## config.mk

```make
export PLATFORM = sky130hd
export DESIGN_NAME = sram_arbiter
export DESIGN_NICKNAME = d
export VERILOG_FILES = /design/src/rtl/sram_arbiter_pkg.sv /design/src/rtl/sram_arbiter_rr_picker.sv /design/src/rtl/sram_arbiter.sv
export SDC_FILE = /design/constraint.sdc
export NUM_CORES = 1
export LEC_CHECK = 0
export CAP_MARGIN = 20
export CELL_PAD_IN_SITES_DETAIL_PLACEMENT = 1
export CELL_PAD_IN_SITES_GLOBAL_PLACEMENT = 1
export CORE_MARGIN = 8
export CORE_UTILIZATION = 25
export CTS_CLUSTER_SIZE = 24
export DETAILED_ROUTE_END_ITERATION = 16
export GPL_TIMING_DRIVEN = 0
export PLACE_DENSITY_LB_ADDON = 0.15
export SYNTH_ARGS = -nofsm -noshare
export SYNTH_HDL_FRONTEND = slang
export SYNTH_SLANG_ARGS = --single-unit
```

## constraint.sdc

```tcl
create_clock -name clk -period 1.6 [get_ports clk]
set_input_delay 0.16 -clock clk [delete_from_list [all_inputs] [get_ports clk]]
set_output_delay 0.16 -clock clk [all_outputs]
set_load 0.02 [all_outputs]
```

## src/rtl/sram_arbiter_pkg.sv

```systemverilog
// Shared types for the SRAM port arbiter: FSM state encoding and the fixed
// byte-enable width of the memory connection.
package sram_arbiter_pkg;

  localparam int BE_W = 2;

  typedef enum logic [2:0] {
    ST_IDLE  = 3'd0,
    ST_ISSUE = 3'd1,
    ST_WAIT  = 3'd2,
    ST_DONE  = 3'd3,
    ST_DUMP  = 3'd4
  } arb_state_e;

endpackage

```

## src/rtl/sram_arbiter_rr_picker.sv

```systemverilog
// Combinational round-robin picker: first requester set in req_i, scanning
// upward from last_grant_i+1 with wrap-around.
module rr_picker #(
  parameter  int N_REQ = 4,
  localparam int IDX_W = $clog2(N_REQ)
) (
  input  logic [N_REQ-1:0] req_i,
  input  logic [IDX_W-1:0] last_grant_i,
  output logic             found_o,
  output logic [IDX_W-1:0] winner_o
);

  localparam int CW = IDX_W + 1;

  logic [CW-1:0] cand_s;
  logic          hit_s;

  // Scan candidates in priority order; the first hit wins.
  always_comb begin
    found_o  = 1'b0;
    winner_o = '0;
    cand_s   = '0;
    hit_s    = 1'b0;
    for (int i = 0; i < N_REQ; i++) begin
      // last_grant + i + 1 never exceeds 2*N_REQ-1, so one subtraction wraps it.
      cand_s   = {1'b0, last_grant_i} + CW'(i + 1);
      cand_s   = (cand_s >= CW'(N_REQ)) ? (cand_s - CW'(N_REQ)) : cand_s;
      hit_s    = !found_o && req_i[cand_s[IDX_W-1:0]];
      winner_o = hit_s ? cand_s[IDX_W-1:0] : winner_o;
      found_o  = found_o | hit_s;
    end
  end

endmodule

```

## src/rtl/sram_arbiter.sv

```systemverilog
// Round-robin arbiter/sequencer sharing one single-port SRAM between N_REQ
// requesters, with a drain-then-dump sequence for the memory image.
module sram_arbiter
  import sram_arbiter_pkg::*;
#(
  parameter  int N_REQ  = 4,
  parameter  int ADDR_W = 12,
  parameter  int DATA_W = 8,
  localparam int IDX_W  = $clog2(N_REQ)
) (
  input  logic                     clk,
  input  logic                     rst,
  input  logic [N_REQ-1:0]         req,
  input  logic [N_REQ-1:0]         we,
  input  logic [BE_W*N_REQ-1:0]    byte_en,
  input  logic [N_REQ*ADDR_W-1:0]  addr,
  input  logic [N_REQ*DATA_W-1:0]  wdata,
  output logic [N_REQ-1:0]         ack,
  output logic [DATA_W-1:0]        rdata,
  output logic [IDX_W-1:0]         grant_id,
  output logic                     busy,
  input  logic                     dump_req,
  output logic                     mem_read,
  output logic                     mem_write,
  output logic [BE_W-1:0]          mem_byte_en,
  output logic [ADDR_W-1:0]        mem_addr,
  output logic [DATA_W-1:0]        mem_wdata,
  input  logic [DATA_W-1:0]        mem_rdata,
  output logic                     mem_dump
);

  arb_state_e        state_q, state_d;
  logic [IDX_W-1:0]  last_grant_q, last_grant_d;
  logic [IDX_W-1:0]  grant_id_q, grant_id_d;
  logic              we_q, we_d;
  logic [BE_W-1:0]   mem_byte_en_q, mem_byte_en_d;
  logic [ADDR_W-1:0] mem_addr_q, mem_addr_d;
  logic [DATA_W-1:0] mem_wdata_q, mem_wdata_d;
  logic [DATA_W-1:0] rdata_q, rdata_d;
  logic [N_REQ-1:0]  ack_q, ack_d;
  logic              mem_read_q, mem_read_d;
  logic              mem_write_q, mem_write_d;
  logic              mem_dump_q, mem_dump_d;
  logic              busy_q, busy_d;
  logic              dump_armed_q, dump_armed_d;

  logic              found_s;
  logic [IDX_W-1:0]  winner_s;

  rr_picker #(
    .N_REQ (N_REQ)
  ) u_picker (
    .req_i        (req),
    .last_grant_i (last_grant_q),
    .found_o      (found_s),
    .winner_o     (winner_s)
  );

  // Next-state and registered-output logic; outputs are computed one cycle
  // ahead so every port comes straight from a flop.
  always_comb begin
    state_d       = state_q;
    last_grant_d  = last_grant_q;
    grant_id_d    = grant_id_q;
    we_d          = we_q;
    mem_byte_en_d = mem_byte_en_q;
    mem_addr_d    = mem_addr_q;
    mem_wdata_d   = mem_wdata_q;
    rdata_d       = rdata_q;
    ack_d         = '0;
    mem_read_d    = 1'b0;
    mem_write_d   = 1'b0;
    mem_dump_d    = 1'b0;
    // The dump flag re-arms whenever dump_req is seen low, in any state.
    dump_armed_d  = dump_req ? dump_armed_q : 1'b1;

    case (state_q)
      ST_IDLE: begin
        if (dump_req && dump_armed_q) begin
          state_d      = ST_DUMP;
          mem_dump_d   = 1'b1;
          dump_armed_d = 1'b0;
        end else if (found_s) begin
          state_d       = ST_ISSUE;
          grant_id_d    = winner_s;
          last_grant_d  = winner_s;
          we_d          = we[winner_s];
          mem_byte_en_d = byte_en[int'(winner_s)*BE_W +: BE_W];
          mem_addr_d    = addr[int'(winner_s)*ADDR_W +: ADDR_W];
          mem_wdata_d   = wdata[int'(winner_s)*DATA_W +: DATA_W];
          mem_write_d   = we[winner_s];
          mem_read_d    = !we[winner_s];
        end else begin
          state_d = ST_IDLE;
        end
      end
      ST_ISSUE: begin
        if (we_q) begin
          state_d           = ST_DONE;
          ack_d[grant_id_q] = 1'b1;
        end else begin
          state_d = ST_WAIT;
        end
      end
      ST_WAIT: begin
        state_d           = ST_DONE;
        rdata_d           = mem_rdata;
        ack_d[grant_id_q] = 1'b1;
      end
      ST_DONE: begin
        state_d = ST_IDLE;
      end
      ST_DUMP: begin
        state_d = ST_IDLE;
      end
      default: begin
        state_d = ST_IDLE;
      end
    endcase

    busy_d = (state_d != ST_IDLE);
  end

  // State and output registers; reset aborts any transaction in flight.
  always_ff @(posedge clk or negedge rst) begin
    if (!rst) begin
      state_q       <= ST_IDLE;
      last_grant_q  <= IDX_W'(N_REQ - 1);
      grant_id_q    <= '0;
      we_q          <= 1'b0;
      mem_byte_en_q <= '0;
      mem_addr_q    <= '0;
      mem_wdata_q   <= '0;
      rdata_q       <= '0;
      ack_q         <= '0;
      mem_read_q    <= 1'b0;
      mem_write_q   <= 1'b0;
      mem_dump_q    <= 1'b0;
      busy_q        <= 1'b0;
      dump_armed_q  <= 1'b1;
    end else begin
      state_q       <= state_d;
      last_grant_q  <= last_grant_d;
      grant_id_q    <= grant_id_d;
      we_q          <= we_d;
      mem_byte_en_q <= mem_byte_en_d;
      mem_addr_q    <= mem_addr_d;
      mem_wdata_q   <= mem_wdata_d;
      rdata_q       <= rdata_d;
      ack_q         <= ack_d;
      mem_read_q    <= mem_read_d;
      mem_write_q   <= mem_write_d;
      mem_dump_q    <= mem_dump_d;
      busy_q        <= busy_d;
      dump_armed_q  <= dump_armed_d;
    end
  end

  assign ack         = ack_q;
  assign rdata       = rdata_q;
  assign grant_id    = grant_id_q;
  assign busy        = busy_q;
  assign mem_read    = mem_read_q;
  assign mem_write   = mem_write_q;
  assign mem_byte_en = mem_byte_en_q;
  assign mem_addr    = mem_addr_q;
  assign mem_wdata   = mem_wdata_q;
  assign mem_dump    = mem_dump_q;

endmodule

```

# Yosys cells after proc, flatten, opt, wreduce, memory -nomap -nowiden

Cells that the tools add are included.

Shift-type cells: 3
$add $sub $neg: 8
$lt $le $gt $ge: 11
Mux-type cells: 37
Reduce and logical (&&, ||, !) cells: 12
Multiply operators: 1
Eq/ne operators: 2
Bitwise gates (word level): 4

Operator list:

| kind                                                | count |
|---|---|
| indexed part select 48 x 7 -> 12 bit                | 1 |
| indexed part select 32 x 6 -> 8 bit                 | 1 |
| 2-to-1 mux 1 bit                                    | 19 |
| < comparator 2 x 3 -> 1 bit (second input constant) | 6 |
| 2-to-1 mux 2 bit                                    | 8 |
| >= comparator 3 bit (second input constant)         | 4 |
| binary-select mux 1 bit (select 2 bit)              | 5 |
| one-hot mux 3 bit (3 select lines)                  | 1 |
| one-hot mux 4 bit (2 select lines)                  | 1 |
| indexed part select 8 x 4 -> 2 bit                  | 1 |
| subtractor 2 x 1 -> 2 bit (second input constant)   | 4 |
| adder 2 x 2 -> 3 bit (second input constant)        | 2 |
| logical AND 1 bit                                   | 5 |
| logical NOT 1 bit                                   | 4 |
| multiplier 2 x 2 -> 4 bit (second input constant)   | 1 |
| 2-to-1 mux 4 bit                                    | 1 |
| adder 2 x 1 -> 3 bit (second input constant)        | 1 |
| adder 2 x 3 -> 3 bit (second input constant)        | 1 |
| == test 3 x 1 -> 1 bit (second input constant)      | 1 |
| == test 3 x 2 -> 1 bit (second input constant)      | 1 |
| logical NOT 3 bit                                   | 1 |
| 2-to-1 mux 3 bit                                    | 1 |
| OR 1 bit                                            | 3 |
| AND reduction 3 bit                                 | 1 |
| other kinds (4)                                     | 4 |

Flip-flop bits (word level): 47
Input bits: 107
Word-level logic and storage cells: 92
Output and inout bits: 40

# Logic depth before layout (Yosys ltp)

Depth in word-level cells: 20
Mapped depth: 7
Depth with buffers taken out: 5

# Modules after synthesis

From an unflattened synthesis, not the netlist that was laid out.

Cell total of the unflattened synthesis: 152
Area, all modules: 2463.6 µm²

Modules (own cells, without submodules):

| module       | cells an instance | times used | area each (µm²) |
|---|---|---|---|
| sram_arbiter | 138               | 1          | 2372.3 |
| rr_picker    | 14                | 1          | 91.3 |

# Worst setup path before layout

Ideal clock, no wire load.

Kind: register to register
Start point: register last_grant_q[0]
End point: register mem_addr_q[10] (netlist: mem_addr[10])
Stages on the path, launching flop included: 8
Path slack: -0.197 ns
Arrival time: 1.655 ns
Cell sequence: dfstp_2 nand2b_1 nor2_1 or3_1 buf_2 buf_2 a211oi_1 a211oi_1

Cells in the longest elaborated chain, start to end: 16

Ends and longest elaborated chain:

| element                                                                 | line                         | text |
|---|---|---|
| start: declaration                                                      | sram_arbiter.sv:33           | `logic [IDX_W-1:0] last_grant_q, last_grant_d;` |
| start signal: assignment                                                | sram_arbiter.sv:128          | `last_grant_q <= IDX_W'(N_REQ - 1);` |
| start signal: assignment                                                | sram_arbiter.sv:143          | `last_grant_q <= last_grant_d;` |
| adder 2 x 1 -> 3 bit                                                    | sram_arbiter_rr_picker.sv:26 | `cand_s = {1'b0, last_grant_i} + CW'(i + 1);` |
| >= comparator 3 bit / subtractor 2 x 1 -> 2 bit (equally long branches) | sram_arbiter_rr_picker.sv:27 | `cand_s = (cand_s >= CW'(N_REQ)) ? (cand_s - CW'(N_REQ)) : cand_s;` |
| 2-to-1 mux 2 bit                                                        | sram_arbiter_rr_picker.sv:27 |  |
| binary-select mux 1 bit (select 2 bit)                                  | sram_arbiter_rr_picker.sv:28 | `hit_s = !found_o && req_i[cand_s[IDX_W-1:0]];` |
| 2-to-1 mux 1 bit (not written as such)                                  | sram_arbiter_rr_picker.sv:28 |  |
| logical NOT 1 bit                                                       | sram_arbiter_rr_picker.sv:28 |  |
| logical AND 1 bit                                                       | sram_arbiter_rr_picker.sv:28 |  |
| OR 1 bit                                                                | sram_arbiter_rr_picker.sv:30 | `found_o = found_o \| hit_s;` |
| logical NOT 1 bit                                                       | sram_arbiter_rr_picker.sv:28 |  |
| logical AND 1 bit                                                       | sram_arbiter_rr_picker.sv:28 |  |
| OR 1 bit                                                                | sram_arbiter_rr_picker.sv:30 |  |
| logical NOT 1 bit                                                       | sram_arbiter_rr_picker.sv:28 |  |
| logical AND 1 bit                                                       | sram_arbiter_rr_picker.sv:28 |  |
| 2-to-1 mux 2 bit                                                        | sram_arbiter_rr_picker.sv:29 | `winner_o = hit_s ? cand_s[IDX_W-1:0] : winner_o;` |
| multiplier 2 x 2 -> 4 bit                                               | sram_arbiter.sv:89           | `mem_addr_d = addr[int'(winner_s)*ADDR_W +: ADDR_W];` |
| indexed part select 48 x 7 -> 12 bit                                    | sram_arbiter.sv:89           |  |
| end signal: assignment                                                  | sram_arbiter.sv:147          | `mem_addr_q <= mem_addr_d;` |
| end: declaration                                                        | sram_arbiter.sv:37           | `logic [ADDR_W-1:0] mem_addr_q, mem_addr_d;` |

Parallel ways exist; a longest one is shown, timed or not. The select of a mux whose other input is x is not followed.
A chain may end at the register's enable or synchronous reset.

# Worst setup path in the final report

Start point: register last_grant_q[1]
End point: register mem_wdata_q[4] (netlist: mem_wdata[4])

Cells in the longest elaborated chain, start to end: 15

Ends and longest elaborated chain:

| element                                                                           | line                                                       | text |
|---|---|---|
| adder 2 x 1 -> 3 bit                                                              | sram_arbiter_rr_picker.sv:26                               |  |
| >= comparator 3 bit / subtractor 2 x 1 -> 2 bit (equally long branches)           | sram_arbiter_rr_picker.sv:27                               |  |
| 2-to-1 mux 2 bit                                                                  | sram_arbiter_rr_picker.sv:27                               |  |
| binary-select mux 1 bit (select 2 bit)                                            | sram_arbiter_rr_picker.sv:28                               |  |
| 2-to-1 mux 1 bit (not written as such)                                            | sram_arbiter_rr_picker.sv:28                               |  |
| logical NOT 1 bit                                                                 | sram_arbiter_rr_picker.sv:28                               |  |
| logical AND 1 bit                                                                 | sram_arbiter_rr_picker.sv:28                               |  |
| OR 1 bit                                                                          | sram_arbiter_rr_picker.sv:30                               |  |
| logical NOT 1 bit                                                                 | sram_arbiter_rr_picker.sv:28                               |  |
| logical AND 1 bit                                                                 | sram_arbiter_rr_picker.sv:28                               |  |
| OR 1 bit                                                                          | sram_arbiter_rr_picker.sv:30                               |  |
| logical NOT 1 bit                                                                 | sram_arbiter_rr_picker.sv:28                               |  |
| logical AND 1 bit                                                                 | sram_arbiter_rr_picker.sv:28                               |  |
| 2-to-1 mux 2 bit / OR 1 bit (equally long branches)                               | sram_arbiter_rr_picker.sv:29, sram_arbiter_rr_picker.sv:30 |  |
| indexed part select 32 x 6 -> 8 bit / AND reduction 3 bit (equally long branches) | -                                                          |  |
| end signal: assignment                                                            | sram_arbiter.sv:148                                        | `mem_wdata_q <= mem_wdata_d;` |
| end: declaration                                                                  | sram_arbiter.sv:38                                         | `logic [DATA_W-1:0] mem_wdata_q, mem_wdata_d;` |

Parallel ways exist; a longest one is shown, timed or not. The select of a mux whose other input is x is not followed.

==> metrics.md <==
| Metric | Value |
|---|---|
| Core Box Area | `10,100 um2` |
| DP HPWL | `7820 um` |
| CTS tree | `yes` |
| GR peak layer | `met2` |
| Failing checks | `negative setup slack` |
| CP Class | `reg2reg` |
| Final WL | `11,000 um` |
| Setup ws final | `-314 ps` |
| Post-synth cell types | `35` |
| Sequential power share | `23.8%` |
| DIE AREA | `13,700 um2` |
| MaxCap Viol Count | `0` |
| Die height | `117 um` |
| Worst endpoint required time | `1790 ps` |
| Number of synthesized flops with an enable pin | `0` |
| Async S/R FF share, synth | `100%` |
| Met3 global-route usage | `4.46%` |
| M1 GR Usage | `16.9%` |
| Initial core utilization | `25.3%` |
| Total of warnings raised by yosys | `0` |
| Worst Setup Start Kind | `register` |
| Cells along the critical path | `mux2i_1 > a2bb2oi_2 > buf_4 > nand3_4 > clkbuf_16 > a211oi_4 > a211oi_2` |
| Final Max Slew Viols | `0` |
| Synth Cell Area | `2550 um2` |
| CP Data Arrival Time | `2100 ps` |
| CP max stage cell | `dfstp_2` |
| Commonest non-fill, non-tap cell in the layout | `clkdlybuf4s50_1` |
| Setup Skew | `4.68 ps` |
| Pre-antenna DRT Iters | `4` |
| M2 GR Usage | `28.4%` |
| Clock buffer depth | `2` |
| Clock Power Share | `9.1%` |
| Skew-Pair Late Insertion Delay | `300 ps` |
| Worst-path fanout max | `6` |
| Via Count | `2,729` |
| Sw power | `3670 uW` |
| Power Total | `8780 uW` |
| Gr ovfl total | `0` |
| Slew margin rel. | `66.1%` |
| Die width | `117 um` |
| Final Hold Fails | `0` |
| Iter 0 DRT Violations | `71` |
| Pint | `5110 uW` |
| Final setup violation count | `29` |
| Worst Hold Class | `in2async` |
| First-pass GRT wire length | `16,100 um` |
| H-Tree Depth | `2` |
| Syn avg cell area | `9.84 um2` |
| Maximum VDD drop | `0.661 mV` |
| Nets | `549` |
| I/O Pins | `147` |
| I/O Buffers | `146` |
| Final period util | `120%` |
| Synth-to-layout area growth | `100%` |
| Switching Fraction | `41.8%` |
| Area of the multi-input gates | `1660 um2` |
| GR Util All Layers | `15.2%` |
| Cells after synthesis | `259` |
| Unrepaired setup endpoints after global routing | `true` |
| Syn nets | `366` |
| Final core occ | `50.6%` |
| Seq/Total Area, Yosys | `46.3%` |
| Lkg Pwr | `0.00202 uW` |
| Most frequent cells in the layout | `143 x clkdlybuf4s50_1, 43 x dfrtp_1, 28 x nand2_1` |
| Top FF cell, synth | `dfrtp_1` |
| Row cnt | `37` |
| Outcome | `complete, but fails checks` |
| Slowest stage delay, CP | `580 ps` |
| Storage cell area | `1180 um2` |
| Comb pwr share | `67.1%` |
| # diodes | `0` |
| Least-Margin Pin Slew | `508 ps` |
| Clk root buf | `clkbuf_8` |
| Routed Antenna Nets | `0` |
| Vias in the first global route | `3,049` |
| Max Clock Freq | `522 MHz` |
| GPL Wtd Cong | `0.768` |
| Layout cells sized above 1 | `28.0%` |
| Largest net degree at the start of global routing | `26` |
| CTS Sinks | `47` |
| FILL cells | `1,153` |
| Vias per cell | `4.71` |
| Num CTS Buffers | `5` |
| WL/cell | `19.0 um` |
| Clk slew on worst S/H paths | `100 ps` |
| Kind of end point of the critical path | `register` |
| Pwr Density | `1720 nW/um2` |
| Post-layout min period | `1910 ps` |
| Seq cells post-synth | `47` |
| Initial antenna violation count | `0` |
| DRC errors left | `0` |
==> what timing repair did <==
action                     4_1_cts  5_1_grt
gates cloned                     1        3
hold buffers                     1        0
setup endpoints to repair       37       31
hold endpoints to repair        44        0
pin swaps                       12       26
gates resized for setup         51       29
buffers inserted                16        7
==> Yosys cell counts (2+ instances only) <==
cell type | count | area [um2]
a211oi_1 | 46 | 345
dfrtp_1 | 44 | 1100
nand2_1 | 29 | 109
nor2_1 | 28 | 105
nor3_1 | 25 | 125
mux2i_1 | 23 | 230
mux2_2 | 8 | 90.1
buf_2 | 7 | 35.0
clkbuf_1 | 7 | 26.3
a21boi_0 | 3 | 22.5
buf_4 | 3 | 22.5
dfstp_2 | 3 | 78.8
inv_1 | 3 | 11.3
o21a_1 | 3 | 22.5
o21ai_0 | 3 | 15.0
a21oi_2 | 2 | 17.5
and3_1 | 2 | 12.5
nand2b_1 | 2 | 12.5
nor3b_2 | 2 | 25.0
==> worst max-delay path: cells and delay by family, from the launching register on <==
kind                   cells  cell delay (ps)
AOI/OAI and AO/OA          3              440
muxes                      1              220
DFF                        1              580
buffers and inverters      2              390
and+or+nand+nor            1              180
==> power by group through the flow <==
stage / combinational [uW] / sequential [uW] / clock (uW)
2_1_floorplan: 2110 / 2700 / 0
3_3_place_gp: 4500 / 2120 / 0
3_5_place_dp: 4570 / 2160 / 0
4_1_cts: 5360 / 2110 / 828
5_1_grt: 6290 / 2170 / 869
6_report: 5900 / 2090 / 798
==> metal layers <==
metal	part of all wire, %	wire length (um)
met5	0	0
met4	0.89	98
met3	6.7	739
met2	53	5890
met1	39	4280
==> final timing paths <==
kind / start / to / slack [ps] / cells past startpoint
max: last_grant_q[1]$_DFFE_PN1P_ / mem_wdata[4]$_DFFE_PN0P_ / -310 / 7
min: rst / ack[1]$_DFF_PN0_ / 360 / 3
max reg2reg: last_grant_q[1]$_DFFE_PN1P_ / mem_wdata[4]$_DFFE_PN0P_ / -310 / 7
min reg2reg: dump_armed_q$_DFF_PN1_ / dump_armed_q$_DFF_PN1_ / 480 / 2
max in group asynchronous: rst / last_grant_q[0]$_DFFE_PN1P_ / 1000 / 3
min in group clk: dump_req / dump_armed_q$_DFF_PN1_ / 430 / 2
==> layout make-up <==
type	count	share of cell area, %
repair buffers	176	35.0
multi-input cells	191	32.5
flip-flops and latches	47	23.1
plain buffers	18	3.92
well taps	136	3.33
clock buffers	6	1.62
clock inverters	2	0.318
inverters	3	0.220
==> through the flow <==
| step | setup slack, ps | std cells | instance area, um2 | setup TNS (ps) | hold slack (ps) |
|---|---|---|---|---|---|
| CTS | -262 | 569 | 4830 | -5910 | 371 |
| global route | -416 | 579 | 5110 | -10320 | 371 |
| detailed placement | -926 | 543 | 4380 | -20760 | 159 |
| floorplan | -137 | 259 | 2710 | -2780 | -136 |
| global placement | -1160 | 541 | 4340 | -72640 | 459 |
| finish | -314 | 579 | 5110 | -7360 | 365 |
==> sequential cells by signal, summed over array words and instances (netlist names), 2 cells and up <==
signal        flops
grant_id          2
state_q           3
last_grant_q      2
ack               4
mem_byte_en       2
mem_wdata         8
rdata             8
mem_addr         12
==> cells by family after synthesis <==
logic type / count (synthesis) / synth area share, %
xor+xnor: 1 / 0.344
simple gates: 96 / 18.1
buf+inv: 21 / 4.17
compound gates: 63 / 18.6
mux: 31 / 12.6
flops: 47 / 46.3
(Power assumes the default switching activity.)
